### src/rtl/uart_pkg.sv
// uart_pkg: shared receiver state encoding, parity modes and baud divider helper
package uart_pkg;
  typedef enum logic [2:0] {S_IDLE, S_START, S_DATA, S_PARITY, S_STOP, S_BREAK} uart_rx_state_t;
  localparam int PAR_NONE = 0;
  localparam int PAR_ODD  = 1;
  localparam int PAR_EVEN = 2;
  function automatic int baud_div(input int clk_freq, input int baud_rate);
    return clk_freq / baud_rate;
  endfunction
endpackage

### src/rtl/uart_rx_sync.sv
// uart_rx_sync: 2-flop synchroniser for the rx pad, resets to the idle-high level
module uart_rx_sync (
  input  logic clk,
  input  logic rst_n,
  input  logic d,
  output logic q
);
  logic meta;
  always_ff @(posedge clk or negedge rst_n)
    if (!rst_n) {q, meta} <= 2'b11;
    else {q, meta} <= {meta, d};
endmodule

### src/rtl/uart_rx_param.sv
// uart_rx_param: parametrised UART receiver with valid/ready output and error flags.
// Define UART_RX_MAJORITY_EN for 2-of-3 majority sampling around each mid-bit point.
module uart_rx_param
  import uart_pkg::*;
#(
  parameter int CLK_FREQ  = 100000000,
  parameter int BAUD_RATE = 9600,
  parameter int DATA_BITS = 8,
  parameter int PARITY    = 0,
  parameter int STOP_BITS = 1
) (
  input  logic                 clk,
  input  logic                 rst_n,
  input  logic                 rx,
  output logic [DATA_BITS-1:0] rx_data,
  output logic                 rx_valid,
  input  logic                 rx_ready,
  output logic                 parity_err,
  output logic                 frame_err,
  output logic                 overrun_err,
  output logic                 busy
);
  localparam int BD = baud_div(CLK_FREQ, BAUD_RATE);
  localparam int CW = $clog2(BD);
  localparam int BW = $clog2(DATA_BITS + 1);
  logic rx_s, smp;
  uart_rx_sync u_sync (.clk(clk), .rst_n(rst_n), .d(rx), .q(rx_s));
`ifdef UART_RX_MAJORITY_EN
  localparam int MAJ = 1;
  logic [1:0] hist;
  always_ff @(posedge clk or negedge rst_n)
    if (!rst_n) hist <= 2'b11;
    else hist <= {hist[0], rx_s};
  assign smp = (hist[1] & hist[0]) | (rx_s & (hist[1] | hist[0]));
`else
  localparam int MAJ = 0;
  assign smp = rx_s;
`endif
  // Later decisions count from the previous one, so the majority delay only shifts the start point
  localparam logic [CW-1:0] START_PT  = CW'(BD / 2 - 1 + MAJ);
  localparam logic [CW-1:0] BIT_PT    = CW'(BD - 1);
  localparam logic [BW-1:0] DATA_LAST = BW'(DATA_BITS - 1);
  localparam logic [BW-1:0] STOP_LAST = BW'(STOP_BITS - 1);
  uart_rx_state_t       state;
  logic [CW-1:0]        baud_cnt;
  logic [BW-1:0]        bit_cnt;
  logic [DATA_BITS-1:0] shreg;
  logic                 par_bad, done, tick;
  assign tick = baud_cnt == (state == S_START ? START_PT : BIT_PT);
  assign busy = state != S_IDLE;
  always_ff @(posedge clk or negedge rst_n) begin
    if (!rst_n) begin
      state       <= S_IDLE;
      baud_cnt    <= '0;
      bit_cnt     <= '0;
      shreg       <= '0;
      par_bad     <= 1'b0;
      done        <= 1'b0;
      rx_data     <= '0;
      rx_valid    <= 1'b0;
      parity_err  <= 1'b0;
      frame_err   <= 1'b0;
      overrun_err <= 1'b0;
    end else begin
      frame_err   <= 1'b0;
      overrun_err <= 1'b0;
      done        <= 1'b0;
      baud_cnt    <= tick ? '0 : baud_cnt + 1'b1;
      case (state)
        S_IDLE: begin
          baud_cnt <= '0;
          if (!rx_s) state <= S_START;
        end
        S_START: if (tick) begin
          state   <= smp ? S_IDLE : S_DATA;
          bit_cnt <= '0;
          par_bad <= 1'b0;
        end
        S_DATA: if (tick) begin
          shreg   <= {smp, shreg[DATA_BITS-1:1]};
          bit_cnt <= bit_cnt == DATA_LAST ? '0 : bit_cnt + 1'b1;
          if (bit_cnt == DATA_LAST) state <= PARITY != PAR_NONE ? S_PARITY : S_STOP;
        end
        S_PARITY: if (tick) begin
          par_bad <= (^shreg ^ smp) != (PARITY == PAR_ODD);
          state   <= S_STOP;
        end
        S_STOP: if (tick) begin
          bit_cnt <= bit_cnt + 1'b1;
          if (!smp) begin
            frame_err <= 1'b1;
            state     <= S_BREAK;
          end else if (bit_cnt == STOP_LAST) begin
            done  <= 1'b1;
            state <= S_IDLE;
          end
        end
        S_BREAK: if (rx_s) state <= S_IDLE;
        default: state <= S_IDLE;
      endcase
      if (done && (!rx_valid || rx_ready)) begin
        rx_data    <= shreg;
        parity_err <= par_bad;
        rx_valid   <= 1'b1;
      end else if (done) overrun_err <= 1'b1;
      else if (rx_valid && rx_ready) rx_valid <= 1'b0;
    end
  end
endmodule

### config.mk
export PLATFORM = sky130hd
export DESIGN_NAME = uart_rx_param
export DESIGN_NICKNAME = d
export VERILOG_FILES = /design/src/rtl/uart_pkg.sv /design/src/rtl/uart_rx_sync.sv /design/src/rtl/uart_rx_param.sv
export SDC_FILE = /design/constraint.sdc
export NUM_CORES = 1
export LEC_CHECK = 0
export CORE_ASPECT_RATIO = 0.6
export CORE_MARGIN = 1
export CORE_UTILIZATION = 35
export DETAILED_ROUTE_END_ITERATION = 10
export HOLD_SLACK_MARGIN = 0.05
export PLACE_DENSITY = 0.5
export SETUP_SLACK_MARGIN = 0.15
export SYNTH_ARGS = -nofsm -noshare
export SYNTH_HDL_FRONTEND = slang
export SYNTH_SLANG_ARGS = --single-unit
### constraint.sdc
create_clock -name clk -period 3.3 [get_ports clk]
set_input_delay 0.66 -clock clk [delete_from_list [all_inputs] [get_ports clk]]
set_output_delay 0.66 -clock clk [all_outputs]
set_load 0.02 [all_outputs]
# Word level (Yosys, flattened, before mapping)
# Index checks and enable logic that the tools add are counted.
# W data, S select, Z words.
[totals]
register_bits = 45
output_inout_bits = 13
wordCells = 82
[op_classes]
addsub = 2
eq_ne = 16
mux = 34
n_bitwise = 1
n_reduce_logical = 16
[op_table]
columns = ["cell", "n"]
rows = [
  ["$mux W14", 3],
  ["$mux W3", 9],
  ["$pmux W3 S6", 1],
  ["$mux W4", 4],
  ["$add A14 B1 Y14 const B", 1],
  ["$eq A14 B14 Y1", 1],
  ["$mux W1", 14],
  ["$ne A2 B2 Y1 const B", 6],
  ["$pmux W4 S3", 1],
  ["$reduce_and A8 Y1", 1],
  ["$reduce_xor A8 Y1", 1],
  ["$eq A3 B2 Y1 const B", 2],
  ["$eq A3 B3 Y1 const B", 2],
  ["$reduce_bool A3 Y1", 2],
  ["$add A4 B1 Y4 const B", 1],
  ["$eq A4 B3 Y1 const B", 1],
  ["$logic_not A4 Y1", 1],
  ["$ne A2 B1 Y1 const B", 2],
  ["$reduce_and A2 Y1", 2],
  ["$reduce_and A4 Y1", 1],
  ["$reduce_bool A2 Y1", 2],
  ["$eq A3 B1 Y1 const B", 1],
  ["$logic_not A3 Y1", 1],
  ["$ne A3 B3 Y1 const B", 1],
  ["other kinds (7)", 8],
]

# Logic depth before layout (Yosys ltp)
# Gate-level depths: netlist of the first run.
[depth]
depth_word = 5
mapped_depth = 8
mapped_depth_nobuf = 6

# By module
# A second synthesis of the first run with hierarchy kept.
[hier_totals]
cells_unflattened = 186
area_unflattened_um2 = 2164.6
[modules_own_cells]
columns = ["mod", "n_inst", "cells_per_inst", "area_per_inst_um2", "seq_area_each_um2"]
rows = [
  ["uart_rx_param", 1, 184, 2112.0, 1076.0],
  ["uart_rx_sync", 1, 2, 52.6, 52.6],
]

# Least setup slack after synthesis of the first run
# Ideal clock, no wire load.
[synth_path]
kind = "register to register"
startpoint = "register baud_cnt[10]"
endpoint = "register shreg[0]"
arrival_ns = 1.957
t_required_ns = 3.175
setup_slack_ns = 1.218
stages_incl_launch_ff = 6
period_less_slack_ns = 2.082
cell_sequence = "dfrtp_1 > or3b_1 > nor4_4 > o21ai_2 > nor3_4 > mux2_2"
[synth_via]
elab_chain_cells = 2
[synth_rtl]
columns = ["item", "line_no", "text"]
rows = [
  ["start, declared", "uart_rx_param.sv:45", "logic [CW-1:0] baud_cnt;"],
  ["start signal, assigned", "uart_rx_param.sv:68", "baud_cnt <= tick ? '0 : baud_cnt + 1'b1;"],
  ["$eq A14 B14 Y1", "uart_rx_param.sv:49", "assign tick = baud_cnt == (state == S_START ? START_PT : BIT_PT);"],
  ["$reduce_and A2 Y1 (no source line)", "n/a", ""],
  ["end signal, assigned", "uart_rx_param.sv:80", "shreg <= {smp, shreg[DATA_BITS-1:1]};"],
  ["end, declared", "uart_rx_param.sv:47", "logic [DATA_BITS-1:0] shreg;"],
]
# Every way passes these cells.
# A chain may end at the register's enable or synchronous reset.

# Final worst setup path of the first run
[layout_path]
startpoint = "register state[2]"
endpoint = "output port busy"
[layout_via]
elab_chain_cells = 1
[layout_rtl]
columns = ["item", "line_no", "text"]
rows = [
  ["start, declared", "uart_rx_param.sv:44", "uart_rx_state_t state;"],
  ["start signal, assigned", "uart_rx_param.sv:75", "state <= smp ? S_IDLE : S_DATA;"],
  ["start signal, assigned", "uart_rx_param.sv:82", "if (bit_cnt == DATA_LAST) state <= PARITY != PAR_NONE ? S_PARITY : S_STOP;"],
  ["$reduce_bool A3 Y1", "uart_rx_param.sv:50", "assign busy = state != S_IDLE;"],
  ["end, declared", "uart_rx_param.sv:21", "output logic busy"],
]
# Every way passes these cells.

==> results of run 1 <==
[cell type report]
type | instances | area, um2 | area share [%]
Clock buffer | 6 | 72.6 | 2.90
Timing Repair Buffer | 16 | 155 | 6.20
Inverter | 8 | 30.0 | 1.20
Multi-Input combinational cell | 136 | 981 | 39.2
Sequential cell | 45 | 1130 | 45.1
Clock inverter | 2 | 35.0 | 1.40
Tap cell | 80 | 100 | 4.00
[cell usage after synthesis (all sizes together) (2+ instances only)]
| cell | count | area share [%] |
|---|---|---|
| dfrtp | 43 | 50 |
| dfstp | 2 | 2.4 |
| or3 | 2 | 0.58 |
| o21ai | 3 | 0.87 |
| and3 | 3 | 0.87 |
| a211o | 2 | 0.81 |
| xnor2 | 10 | 4.0 |
| nand2b | 4 | 1.2 |
| nor4 | 2 | 1.3 |
| nor2 | 22 | 3.8 |
| and3b | 2 | 0.81 |
| o22ai | 2 | 0.58 |
| or4 | 2 | 0.69 |
| a21oi | 2 | 0.46 |
| o211ai | 3 | 1.0 |
| nand3 | 8 | 1.8 |
| nor3 | 6 | 1.9 |
| buf | 3 | 0.64 |
| nand2 | 12 | 2.1 |
| clkbuf | 3 | 0.52 |
| xor2 | 11 | 4.5 |
| inv | 8 | 1.4 |
| mux2 | 17 | 8.8 |
| nand4b | 3 | 1.2 |
| ha | 3 | 1.7 |
[how the worst max path moves through the flow]
stage	start	end	slack, ns	cells after the start
after floorplan	baud_cnt[10]$_DFF_PN0_	shreg[0]$_DFFE_PN0P_	1.22	5
after global placement	state[2]$_DFFE_PN0P_	shreg[0]$_DFFE_PN0P_	0.90	5
after detailed placement	state[2]$_DFFE_PN0P_	shreg[3]$_DFFE_PN0P_	0.76	5
after CTS	state[2]$_DFFE_PN0P_	busy	0.70	2
after global routing	state[2]$_DFFE_PN0P_	shreg[3]$_DFFE_PN0P_	0.53	5
final	state[2]$_DFFE_PN0P_	busy	0.69	2
[worst max-delay path, cell delays in order, from the launching register on]
cell and delay [ns]:
dfrtp_1 0.57, or3_1 0.52, clkdlybuf4s50_1 0.56
[metal layers]
layer,GRT usage [%],vias up,wire length [um]
met5,0,-,0
met4,3.80,0,35
met3,3.86,5,185
met2,20.1,36,1620
met1,22.4,714,2390
li1,-,711,-
[cell usage in the layout (no fill, tap or decap), types with 4 or more instances in the layout]
cell type | synthesis | layout
clkdlybuf4s50_1 | 0 | 15
nor2_1 | 22 | 22
clkbuf_8 | 0 | 5
xnor2_1 | 10 | 10
nand3_1 | 8 | 8
nand2_1 | 12 | 12
inv_1 | 8 | 8
xor2_1 | 11 | 11
nor3_1 | 5 | 5
dfrtp_1 | 43 | 43
nand2b_1 | 4 | 4
mux2_2 | 17 | 17
[stage by stage]
| step | area, um2 | hold WS, ns | worst slack, ns | utilization [%] |
|---|---|---|---|---|
| final | 2500 | 0.359 | 0.694 | 43.5 |
| after global routing | 2500 | 0.372 | 0.531 | 43.5 |
| after CTS | 2500 | 0.360 | 0.703 | 43.5 |
| after detailed placement | 2390 | 0.348 | 0.758 | 41.6 |
| after global placement | 2390 | 0.347 | 0.896 | 41.6 |
| after floorplan | 2160 | 0.345 | 1.22 | - |
[state kept, by name, summed over array words and instances, names as in the netlist]
name	cells
bit_cnt	4
rx_valid	1
baud_cnt	14
done	1
shreg	8
u_sync.meta	1
parity_err	1
u_sync.q	1
overrun_err	1
frame_err	1
state	3
par_bad	1
rx_data	8
[cells by family after synthesis]
logic type	after synthesis
DFF	45
AOI/OAI and AO/OA	19
xor gates and xnor gates	21
buffers and inverters	14
adders and majority gates	3
and+or+nand+nor	75
muxes	18
[power groups by stage]
stage / clock network (mW) / logic [mW] / registers (mW)
after floorplan: 0 / 0.00334 / 0.564
after global placement: 0 / 0.0159 / 0.566
after detailed placement: 0 / 0.0165 / 0.566
after CTS: 0.421 / 0.0164 / 0.555
after global routing: 0.451 / 0.0184 / 0.556
final: 0.408 / 0.0153 / 0.555
==> impl_results.md, run 1 <==
* Cell count after synthesis at about 200
* R2r endpoint: shreg[3]$_DFFE_PN0P_
* Max Slew Vio Count at 0
* Layout cells sized above 1 at ~15%
* Worst-Margin Slew at 0.989 ns
* Vias in the first global route at 1496
* Via/cell ratio at ~5
* Fin cells at between 200 and 300
* Yosys warns at 0
* Port Buffers at 16
* Initial antenna violation count at 0
* Root Buffer: clkbuf_8
* Worst Hold Depth at 0
* Post-synthesis compound-gate area fraction at around 6.5%
* Fraction of synthesized area in multiplexers at under 10%
* Leakage at roughly 1.1 nW
* Arrival @ worst endpoint at approximately 2.0 ns
* Final Wtd Congestion at 0.773
* Clock Tree Buf Depth at 2
* Io pins at 17
* First-pass GRT wire length at approximately 7400 um
* Asr flop ratio synth at between 90% and 100%
* R2R cell count at 5
* Register-to-register path setup slack at between 0.7 and 0.8 ns
* First drt pass iteration count at 4
* Initial Utilization at a little under two fifths
* Post-CTS Resized at 0
* Pin count of the biggest net entering global routing at 46
* # diodes at 0
* Post-synth design cell area at approximately 2200 um2
* Clock power frac at 41.7%
* Final setup vio count at 0
* Worst path required time at 2.64 ns
* Tot Pwr at 978 uW
* Net Count, Synth at just over 200
* Antenna Violating Nets Remaining at 0
* Setup Crit Path Kind: reg2out
* Drt initial violations at 58
* CTS buffer count at 5
* Fill cells at about 540
* Total Routed Length at between 4000 and 5000 um
* Post-synthesis xor/xnor area fraction at around 8.5%
* Sequential cell area fraction in the yosys report at 52.1%
* VDD IR max at a little over 0.0002 V
* NumNets Final at between 200 and 250
* Fmax achieved at 0.384 GHz
* FP Rows at 21
* Grt total ovfl at 0
* Sequential share of power at between 50% and 60%
* Relative slew slack at about a third
* CTS tree: built
* RSZ-0062 raised after global routing: no
* Worst-Skew Late Latency at around 0.3 ns
* Outcome: complete, no violations
* Hold Path Class: reg2reg
* Placed cells at 285
* R2r startpoint: state[2]$_DFFE_PN0P_
* Startpoint types: register
* Critical path capture point type: output port
* CTS clock-pin slew for the worst setup and hold paths at ~0.080 ns
* Fin Clk Skew at between 0.01 and 0.015 ns
* Die X-Extent at 104 um
* Die Y-Extent at 62.9 um
* H-tree Lvls at 2
* Total number of vias at approximately 1.5k
* Core area at between 5000 and 6000 um2
* Hold Path Sink: u_sync.q$_DFF_PN1_
* Mean Syn Cell Area at 11.1 um2
* Clock Sinks at 45
* Pwr/cell area at about 390 nW/um2
* DIE AREA at 6510 um2
* Largest family of logic cells by synthesized area: simple AND/OR/NAND/NOR gates
* Post-synth EDFFs at 0
* Tmin final at 2.61 ns
* Gate power share at under 10%
* Setup tns final at 0 ns
* DRC Markers at 0
* Area delta synth->final at 15.6%
* GRT Util Overall at approximately 15%
* Int Pwr at 782 uW
* Worst-path fanout max at 15
* Hold Path Origin: u_sync.meta$_DFF_PN1_
* Routed len/inst at 14.5 um
* FF+latch count, synth at 45
* Number of max-cap violations at 0
* Unique masters post-synth at 46
* P_sw at 197 uW
* CTS Hold Bufs at 0
* Simple-Gate Fraction of Synth Area at just under 20%
* Synth Flop Type: dfrtp_1
* Postcts setup bufs at 0
* Net Sw Frac at 20.1%
* Adder-cell area share of the yosys netlist at approximately 1.7%
* HPWL Detailed at a little over 3000 um
* Final Hold Fails at 0
* Final period util at roughly 79%
Note: power is estimated with default switching activity, not from simulation.
==> run 2, diff against run 1 <==
- clock period: 3.3 -> 2.6 ns (I/O delays scaled with it)
==> impl_results.md, run 2 (synthesis gave the netlist of run 1 again) <==
* Core area at between 5000 and 6000 um2
* First drt pass iteration count at 4
* Relative slew slack at a little over two thirds
* Tot Pwr at approximately 1.2 mW
* Final period util at ~90%
* Final setup vio count at 0
* Setup tns final at 0 ns
* Design Area, Final at approximately 2500 um2
* HPWL Detailed at approximately 3000 um
* Setup Crit Path Kind: reg2out
* Grt total ovfl at 0
* Root Buffer: clkbuf_8
* Io pins at 17
* Max Slew Vio Count at 0
* FP Rows at 21
* Clock Sinks at 45
* CTS Hold Bufs at 0
* Worst-path fanout max at 12
* Commonest non-fill, non-tap cells in the layout: 43 x dfrtp_1, 22 x nor2_1, 17 x mux2_2
* Fin Clk Skew at slightly above 0.008 ns
* Pin count of the biggest net entering global routing at 31
* Postcts setup bufs at 0
* Leakage at roughly 1.1 nW
* Vias in the first global route at 1446
* DIE AREA at approximately 6500 um2
* Worst-Margin Slew at 0.439 ns
* Clock power frac at 41.6%
* Die Y-Extent at around 63 um
* First-pass GRT wire length at 7240 um
* Initial antenna violation count at 0
* Die X-Extent at just over 100 um
* CTS buffer count at 5
* Register-to-register path setup slack at 0.32 ns
* Number of max-cap violations at 0
* Net Sw Frac at between 10% and 20%
* Sequential share of power at a little under three fifths
* CTS clock-pin slew for the worst setup and hold paths at roughly 0.080 ns
* Register area at 1130 um2
* Crit-path max cell delay at between 0.5 and 0.6 ns
* Tmin final at between 2 and 2.5 ns
* Routed len/inst at between 10 and 15 um
* Max reg flops at 14
* Total Routed Length at around 4200 um
* Worst path cell trace: or3_1 > clkdlybuf4s50_1
* NumNets Final at 223
* Final Hold Fails at 0
* Area of the multi-input gates at ~980 um2
* Most common cell after layout, fill and taps aside: dfrtp_1
* GRT Util Overall at between 10 and 15%
* Crit-path slowest cell: clkdlybuf4s50_1
* Fill cells at 520
* Worst-Skew Late Latency at around 0.29 ns
* Int Pwr at 993 uW
* Placed Area at 2420 um2
* DRC Markers at 0
* RSZ-0062 raised after global routing: no
* Clock Tree Buf Depth at 2
* CP Launch Point: state[1]$_DFFE_PN0P_
* Critical path capture point type: output port
* Antenna Violating Nets Remaining at 0
* Fmax achieved at roughly 0.43 GHz
* R2r startpoint: state[1]$_DFFE_PN0P_
* Post-CTS Resized at 0
* P_sw at between 200 and 250 uW
* Port Buffers at 16
* Arrival @ worst endpoint at around 1.8 ns
* Drt initial violations at 48
* Startpoint types: register
* Final Wtd Congestion at just over 0.8
* Pwr/cell area at roughly 500 nW/um2
* Area delta synth->final at 17.0%
* Outcome: complete, no violations
* Worst path required time at 2.08 ns
* CTS tree: built
* # diodes at 0
* Gate power share at under 10%
* H-tree Lvls at 2
* Initial Utilization at ~38%
* Largest Register: baud_cnt
* VDD IR max at 0.000202 V
* Layout cells sized above 1 at between 10% and 20%
* R2R cell count at 5
* Via/cell ratio at 5.00
* Hold Path Class: in2async
* Top Registers: baud_cnt: 14 flops, rx_data: 8 flops, shreg: 8 flops
* Total number of vias at between 1k and 1.5k
run 2: path summary, 6_finish.rpt:
path | endpoint
setup / recovery | busy
hold / removal | frame_err$_DFF_PN0_
setup reg to reg | shreg[4]$_DFFE_PN0P_
hold reg to reg | u_sync.q$_DFF_PN1_
max in group asynchronous | baud_cnt[2]$_DFF_PN0_
min in group clk | u_sync.q$_DFF_PN1_
run 2: critical path: cells and delay by family, from the launching register on:
kind	cells	cell delay [ns]
buf+inv	1	0.56
flops	1	0.51
simple gates	1	0.46
run 2: metal layers:
layer,global-route usage (%),routed length (um),up-vias
met4,3.99,36,0
met5,0,0,-
met3,3.65,193,5
li1,-,-,718
met1,21.3,2320,725
met2,19.9,1640,36
run 2: layout make-up:
class	count	area share [%]
Clock buffer	6	2.87
Clock inverter	2	1.38
Inverter	8	1.19
Multi-Input combinational cell	136	38.7
Sequential cell	45	44.6
Tap cell	80	3.95
Timing Repair Buffer	20	7.31
run 2: metrics by stage:
| stage | setup slack, ns | std cells | utilization, % | hold WS [ns] |
|---|---|---|---|---|
| detailed placement | 0.340 | 289 | 42.1 | 0.348 |
| global route | 0.176 | 297 | 44.0 | 0.137 |
| CTS | 0.223 | 297 | 44.0 | 0.132 |
| global placement | 0.419 | 289 | 42.1 | 0.347 |
| floorplan | 0.518 | 195 | - | 0.224 |
| finish | 0.248 | 297 | 44.0 | 0.125 |
run 2: power groups by stage:
stage / logic (mW) / clock network, mW / registers (mW)
2_1_floorplan: 0.00424 / 0 / 0.716
6_report: 0.0210 / 0.516 / 0.704
5_1_grt: 0.0248 / 0.573 / 0.705
3_3_place_gp: 0.0216 / 0 / 0.718
4_1_cts: 0.0222 / 0.531 / 0.704
3_5_place_dp: 0.0221 / 0 / 0.718
